[config.mk]
export PLATFORM = sky130hd
export DESIGN_NAME = electron_clken_gen
export DESIGN_NICKNAME = d
export VERILOG_FILES = /design/src/rtl/electron_clk_pkg.sv /design/src/rtl/electron_sync_bit.sv /design/src/rtl/electron_clken_gen.sv
export SDC_FILE = /design/constraint.sdc
export NUM_CORES = 1
export LEC_CHECK = 0
export BUFFER_PORTS_ARGS = -buffer_cell sky130_fd_sc_hd__buf_2
export CAP_MARGIN = 20
export CELL_PAD_IN_SITES_DETAIL_PLACEMENT = 2
export CELL_PAD_IN_SITES_GLOBAL_PLACEMENT = 2
export CORE_UTILIZATION = 36
export CTS_CLUSTER_DIAMETER = 60
export CTS_CLUSTER_SIZE = 14
export DETAILED_ROUTE_END_ITERATION = 12
export GPL_ROUTABILITY_DRIVEN = 0
export MAX_ROUTING_LAYER = met4
export PLACE_DENSITY = 0.78
export SKIP_LAST_GASP = 1
export SYNTH_ARGS = -nofsm -noshare
export SYNTH_HDL_FRONTEND = slang
export SYNTH_HIERARCHICAL = 1
export SYNTH_SLANG_ARGS = --single-unit
[constraint.sdc]
create_clock -name clk_sys -period 5 [get_ports clk_sys]
set_clock_uncertainty 0.1 [all_clocks]
set_input_delay 0.25 -clock clk_sys [delete_from_list [all_inputs] [get_ports clk_sys]]
set_output_delay 0.25 -clock clk_sys [all_outputs]
set_load 0.005 [all_outputs]
[src/rtl/electron_clk_pkg.sv]
// -----------------------------------------------------------------------------
// electron_clk_pkg
// Shared types and constants for the Electron clock-enable generator.
//   top_state_e : system bring-up FSM (RESET -> HOLD -> RUN)
//   cpu_state_e : CPU cycle-stretch FSM (FAST / SLOW_WAIT / CONTEND)
//   DIV_W       : width of the 16 MHz phase divider
//   DIV_*       : divider decode values for the strobes / CPU decision points
// -----------------------------------------------------------------------------
package electron_clk_pkg;

  localparam int unsigned DIV_W = 4;

  localparam logic [1:0] DIV_4M = 2'd3;
  localparam logic [2:0] DIV_2M = 3'd7;
  localparam logic [3:0] DIV_1M = 4'd15;

  typedef enum logic [1:0] {
    RESET,
    HOLD,
    RUN
  } top_state_e;

  typedef enum logic [1:0] {
    FAST,
    SLOW_WAIT,
    CONTEND
  } cpu_state_e;

endpackage : electron_clk_pkg

[src/rtl/electron_sync_bit.sv]
// -----------------------------------------------------------------------------
// electron_sync_bit
// Reset-free multi-flop synchronizer for a single asynchronous level.
// Ports:
//   clk_i : destination clock
//   d_i   : asynchronous input level
//   q_o   : synchronized level, STAGES clocks of latency
// -----------------------------------------------------------------------------
module electron_sync_bit #(
  parameter int unsigned STAGES = 2
) (
  input  logic clk_i,
  input  logic d_i,
  output logic q_o
);

  logic [STAGES-1:0] sync_q;

  always_ff @(posedge clk_i) begin
    sync_q <= {sync_q[STAGES-2:0], d_i};
  end

  assign q_o = sync_q[STAGES-1];

endmodule : electron_sync_bit

[src/rtl/electron_clken_gen.sv]
// -----------------------------------------------------------------------------
// electron_clken_gen
// Runs on the 16 MHz PLL clock, sequences system reset from the PLL lock flag
// and produces the Electron clock enables.
// Optional feature: define ELECTRON_TURBO_EN to allow 4 MHz CPU fast cycles
// (extra CPU decision points at div=3/11 when turbo=1). Without it the turbo
// port is present but ignored.
// Ports:
//   clk_sys     : 16 MHz system clock
//   rst         : synchronous active-high reset
//   pll_locked  : PLL lock, asynchronous to clk_sys
//   cpu_slow    : current CPU cycle targets RAM / 1 MHz space
//   contend     : ULA owns RAM
//   turbo       : request 4 MHz CPU fast cycles
//   sys_reset   : reset to the rest of the core (high until RUN)
//   clken_8m/4m/2m/1m : 1-of-2/4/8/16 registered strobes
//   cpu_clken   : CPU phase-advance strobe
//   cpu_stretch : high while the CPU cycle is stretched/stalled
// -----------------------------------------------------------------------------
module electron_clken_gen
  import electron_clk_pkg::*;
#(
  parameter int unsigned RST_HOLD    = 1024,
  parameter int unsigned SYNC_STAGES = 2
) (
  input  logic clk_sys,
  input  logic rst,
  input  logic pll_locked,
  input  logic cpu_slow,
  input  logic contend,
  input  logic turbo,
  output logic sys_reset,
  output logic clken_8m,
  output logic clken_4m,
  output logic clken_2m,
  output logic clken_1m,
  output logic cpu_clken,
  output logic cpu_stretch
);

  localparam int unsigned HOLD_W = $clog2(RST_HOLD + 1);
  localparam logic [HOLD_W-1:0] HOLD_LAST = HOLD_W'(RST_HOLD - 1);

  logic lock_s;

  electron_sync_bit #(
    .STAGES(SYNC_STAGES)
  ) u_lock_sync (
    .clk_i(clk_sys),
    .d_i  (pll_locked),
    .q_o  (lock_s)
  );

  // ---------------------------------------------------------------------------
  // Top FSM
  // ---------------------------------------------------------------------------
  top_state_e        state_q, state_d;
  logic [HOLD_W-1:0] hold_q, hold_d;
  logic              run_q, run_d;

  always_ff @(posedge clk_sys) begin
    if (rst) begin
      state_q <= RESET;
      hold_q  <= '0;
    end else begin
      state_q <= state_d;
      hold_q  <= hold_d;
    end
  end

  always_comb begin
    state_d = state_q;
    if (rst || !lock_s) begin
      state_d = RESET;
    end else begin
      unique case (state_q)
        RESET:   state_d = HOLD;
        HOLD:    if (hold_q == HOLD_LAST) state_d = RUN;
        RUN:     state_d = RUN;
        default: state_d = RESET;
      endcase
    end
  end

  // Counter restarts from zero on every HOLD entry.
  assign hold_d = (state_q == HOLD) ? hold_q + HOLD_W'(1) : '0;

  assign run_q     = (state_q == RUN);
  assign run_d     = (state_d == RUN);
  assign sys_reset = !run_q;

  // ---------------------------------------------------------------------------
  // Phase divider and registered strobes. Strobes are computed from the next
  // divider value so each one is high in the same cycle the divider shows it.
  // ---------------------------------------------------------------------------
  logic [DIV_W-1:0] div_q, div_d;

  assign div_d = (run_q && run_d) ? div_q + DIV_W'(1) : '0;

  always_ff @(posedge clk_sys) begin
    if (rst) begin
      div_q    <= '0;
      clken_8m <= 1'b0;
      clken_4m <= 1'b0;
      clken_2m <= 1'b0;
      clken_1m <= 1'b0;
    end else begin
      div_q    <= div_d;
      clken_8m <= run_d && div_d[0];
      clken_4m <= run_d && (div_d[1:0] == DIV_4M);
      clken_2m <= run_d && (div_d[2:0] == DIV_2M);
      clken_1m <= run_d && (div_d == DIV_1M);
    end
  end

  // ---------------------------------------------------------------------------
  // CPU FSM. Decisions use the inputs present during the decision cycle, so
  // cpu_clken is a Mealy output of the current state, divider and inputs.
  // ---------------------------------------------------------------------------
  cpu_state_e cpu_q, cpu_d;
  logic       cpu_fire;
  logic       dp_1m, dp_2m, dp_4m;

  assign dp_1m = (div_q == DIV_1M);
  assign dp_2m = (div_q == {1'b0, DIV_2M});

`ifdef ELECTRON_TURBO_EN
  assign dp_4m = turbo && (div_q[2:0] == {1'b0, DIV_4M});
`else
  logic unused_turbo;
  assign unused_turbo = turbo;
  assign dp_4m        = 1'b0;
`endif

  always_ff @(posedge clk_sys) begin
    if (rst) begin
      cpu_q <= FAST;
    end else begin
      cpu_q <= cpu_d;
    end
  end

  always_comb begin
    cpu_d    = cpu_q;
    cpu_fire = 1'b0;
    if (run_q) begin
      unique case (cpu_q)
        FAST: begin
          if (dp_1m) begin
            if (cpu_slow && contend) cpu_d = CONTEND;
            else                     cpu_fire = 1'b1;
          end else if (dp_2m || dp_4m) begin
            if (cpu_slow) cpu_d = SLOW_WAIT;
            else          cpu_fire = 1'b1;
          end
        end
        SLOW_WAIT: begin
          if (dp_1m) begin
            if (contend) begin
              cpu_d = CONTEND;
            end else begin
              cpu_d    = FAST;
              cpu_fire = 1'b1;
            end
          end
        end
        CONTEND: begin
          if (dp_1m && !contend) begin
            cpu_d    = FAST;
            cpu_fire = 1'b1;
          end
        end
        default: cpu_d = FAST;
      endcase
    end
    // Leaving RUN abandons any stretch in progress.
    if (!run_d) cpu_d = FAST;
  end

  always_comb begin
    cpu_clken   = cpu_fire && run_q && !rst;
    cpu_stretch = (cpu_q != FAST);
  end

endmodule : electron_clken_gen
# After elaboration in Yosys (flattened, before gate mapping)
# Cells that the tools add are included.
[op_classes]
addsub = 2
n_eq_ne = 16
muxes = 21
n_bitwise = 2
n_reduce_logical = 20
[ops]
columns = ["operator", "n"]
rows = [
  ["$mux 2", 9],
  ["$pmux 2 s3", 2],
  ["$add 11x1->11 const B", 1],
  ["$eq 11x10->1 const B", 1],
  ["$logic_and 1x1->1", 9],
  ["$ne 3x3->1 const B", 3],
  ["$eq 2x2->1 const B", 4],
  ["$eq 4x4->1 const B", 2],
  ["$mux 1", 8],
  ["$reduce_and 6->1", 1],
  ["$add 4x1->4 const B", 1],
  ["$eq 2x1->1 const B", 2],
  ["$eq 4x3->1 const B", 1],
  ["$logic_not 1->1", 4],
  ["$logic_not 2->1", 2],
  ["$mux 4", 1],
  ["$ne 2x2->1 const B", 2],
  ["$reduce_or 2->1", 2],
  ["$eq 3x3->1 const B", 1],
  ["$pmux 1 s3", 1],
  ["$not 1->1", 2],
  ["$reduce_bool 2->1", 1],
  ["$logic_or 1x1->1", 1],
]
[totals]
register_bits = 25
input_bits = 6
out_inout_bits = 7
wordCells = 70

# Depth between registers and ports, before layout
[depth]
depth_word = 9
depth_mapped = 4
ltp_nobuf = 4

# Modules after synthesis
# The synthesis kept the hierarchy.
[by_module_without_submodules]
columns = ["module", "n_inst", "cells_each", "area_each_um2", "seq_area_each_um2"]
rows = [
  ["electron_clken_gen", 1, 104, 963.4, 460.4],
  ["electron_sync_bit", 1, 2, 40.0, 40.0],
]

# Worst setup path after synthesis
# Ideal clock, no wire load.
[synth_timing]
path_kind = "flip-flop to flip-flop"
startpoint = "register hold_q[0]"
endpoint = "register cpu_q[0]"
setup_time_ps = 103
arrival_ps = 1577
t_required_ps = 4797
path_slack_ps = 3220
stages_incl_launch_ff = 5
n_path_buf = 0
period_less_slack_ps = 1780
path_cell_list = "dfxtp_1 -> ha_1 -> nand3_1 -> or4b_4 -> a2111oi_2"
[synth_between]
elab_chain_len = 7
[synth_rtl]
columns = ["element", "line_no", "rtl"]
rows = [
  ["from (decl)", "electron_clken_gen.sv:58", "logic [HOLD_W-1:0] hold_q, hold_d;"],
  ["from (signal assigned)", "electron_clken_gen.sv:67", "hold_q <= hold_d;"],
  ["$eq 11x10->1", "electron_clken_gen.sv:78", "HOLD: if (hold_q == HOLD_LAST) state_d = RUN;"],
  ["$mux 2", "electron_clken_gen.sv:78", ""],
  ["$pmux 2 s3", "electron_clken_gen.sv:76", "unique case (state_q)"],
  ["$mux 2", "electron_clken_gen.sv:73", "if (rst || !lock_s) begin"],
  ["$eq 2x2->1", "electron_clken_gen.sv:89", "assign run_d = (state_d == RUN);"],
  ["$not 1->1 (no line)", "--", ""],
  ["$reduce_or 2->1 (no line)", "--", ""],
  ["to (signal assigned)", "electron_clken_gen.sv:139", "cpu_q <= cpu_d;"],
  ["to (decl)", "electron_clken_gen.sv:120", "cpu_state_e cpu_q, cpu_d;"],
]
# No other way between the ends.
# A chain may end at the register's enable or synchronous reset.

# Worst setup path after layout
# Same ends and word-level chain as after synthesis.

==> flow_metrics.tcl <==
set metrics [dict create \
    run_status "completed" \
    critPathLaunchType "flip-flop" \
    crit_start "hold_q[0]$_SDFF_PP0_" \
    p_per_area_nw_per_um2 268 \
    initial_core_util_pct 39.4 \
    synth_seq_area_share_pct 49.9 \
    cts_resized 0 \
    antenna_found_initial 0 \
    grt_max_degree 15 \
    clock-sinks 25 \
    worst_skew_pair.late_latency_ns 0.32 \
    reg2reg_from "hold_q[0]$_SDFF_PP0_" \
    vdd_drop_max_v 0.000163 \
    worst_slack_ns 2.94 \
    drc_errors 0 \
    synthTopCellsByCount "dfxtp_1, nor2_1, a21oi_1, nand2_1, nand3_1" \
    postCtsHoldBufs 1 \
    avgSynthCellArea_um2 9.47 \
    layout.nets 130 \
    die_width_um 54.8 \
    synth-edff-count 0 \
    worst-path-max-fanout 6 \
    ant_nets 0 \
    ys_warn_count 6 \
    grtUsageTotal_pct 18.6 \
    timing.fmax_ghz 0.487 \
    vias 814 \
    synth_area_leader_cell "dfxtp_1" \
    fin_setup_tns_ns 0 \
    netlist.area_leader.share_pct 49.9 \
    design.core.area_um2 2540 \
    pre_cts_slack_ns 2.98 \
    final_util_pct 44.4 \
    dp.cells 146 \
    io_pins 13 \
    ctsRootBufferMaster "clkbuf_4" \
    worst-endpoint-arrival_ns 2.18 \
    end_kind "flip-flop" \
    worstSetupPathType "reg -> reg" \
    via_per_inst 5.39 \
    grt_pass1_vias 825 \
    dpl_cell_area_um2 1090 \
    netlist_instances 106 \
    drv_cap 0 \
    rows 18 \
    grt_pass1_wl_um 3750 \
    post_drt_wl_per_cell_um 15.3 \
    drt-pass1-iter-count 3 \
    drtIter0Drc 1 \
    final_cells 151 \
    worstHoldStart "rst" \
    ys_ff_latch 25 \
    fin_hold_ws_ns 0.141 \
    drive_gt1_share_pct 14.9 \
    cts_tree "built" \
    antennaDiodeCount 0 \
    power_leakage_nw 0.419 \
    cts_buffers 3 \
    total_power_mw 0.302 \
    finalCritPeriodShare_pct 41.1 \
    syn_nets 114 \
    async_reset_ff_share_pct 0 \
    tightest_slew_ns 0.414 \
    finalInstanceArea_um2 1130 \
    fin_crit_ns 2.06 \
    hold_violations 0 \
    synth_area_leaders "dfxtp_1, nor2_1, a21oi_1" \
    rsz0062_at_grt "no" \
    drv_slew 0 \
    cts_max_path_buffers 2 \
    synth.most_common_cell "dfxtp_1" \
    place.port_buffers 11 \
    synth_cell_types 36 \
    path_clk_slew_ns 0.14 \
    gr-total-overflow 0 \
    critPathRequiredTime_ns 5.13 \
    synth_ff_type "dfxtp_1" \
    maxSlewHeadroom_pct 72.4 \
    setup_viol 0 \
    chipHeight_um 54.8 \
    cts_max_level 1 \
    hpwl_um 1740 \
    post_cts_buffers 0 \
    hold_path_class "in -> reg" \
    syn_area_um2 1000 \
    finalWirelength_um 2310 \
    area_growth_pct 12.6 \
    die_area_um2 3000 \
]
worst paths after layout:
check / depth (start not counted) / slack [ns] / endpoint
min reg2reg: 0 / 0.25 / u_lock_sync/sync_q[1]$_DFF_P_
max: 4 / 2.94 / cpu_q[0]$_SDFFE_PP0P_
max reg2reg: 4 / 2.94 / cpu_q[0]$_SDFFE_PP0P_
min: 3 / 0.14 / state_q[0]$_SDFF_PP0_
sequential cells by signal, indices dropped and copies added (netlist names):
register            cells
clken_1m                1
clken_2m                1
clken_4m                1
clken_8m                1
cpu_q                   2
div_q                   4
hold_q                 11
state_q                 2
u_lock_sync/sync_q      2
layout make-up:
type                            instances  area [um2]
Inverter                                4        15.0
Tap cell                               30        37.5
Multi-Input combinational cell         76         484
Timing Repair Buffer                   12        65.1
Sequential cell                        25         500
Fill cell                             291        1420
Clock inverter                          1        5.00
Clock buffer                            3        22.5
cell usage in the layout (no fill, tap or decap), types with 3 or more instances in the layout:
cell type,instances
dfxtp_1,25
or3_1,3
nor2_1,11
a21oi_1,8
and2_1,3
nand2_1,5
clkbuf_4,3
xor2_1,3
inv_1,4
o21ai_1,3
buf_2,11
nand3_1,5
cell families (layout without fill, tap and decap cells):
logic type | count (synthesis) | after routing | share of synthesized area [%]
AO/OA/AOI/OAI | 21 | 21 | 13.6
XOR/XNOR | 5 | 5 | 4.36
adder cells (fa/ha/maj) | 2 | 2 | 2.49
buffers and inverters | 5 | 20 | 1.87
flip-flops | 25 | 25 | 49.9
AND/OR/NAND/NOR | 48 | 48 | 27.8
worst max-delay path: stages (launching register included):
cell	delay, ns
dfxtp_1	0.40
ha_1	0.23
nand3_1	0.24
or4b_4	0.63
a2111oi_2	0.37
metal layers:
metal / up-vias / routed length, um / global-route usage, % / share of wire (%)
met1: 390 / 1140 / 23.7 / 49
met4: 0 / 15 / 6.41 / 0.65
li1: 414 / - / - / -
met3: 2 / 39 / 3.33 / 1.7
met5: - / 0 / - / 0
met2: 8 / 1110 / 29.3 / 48
power by group:
group	switching [mW]	internal, mW
Sequential	0.00121	0.201
Combinational	0.00323	0.00354
Clock	0.0633	0.0300
Total	0.0678	0.234
Note: power is estimated with default switching activity, not from simulation.
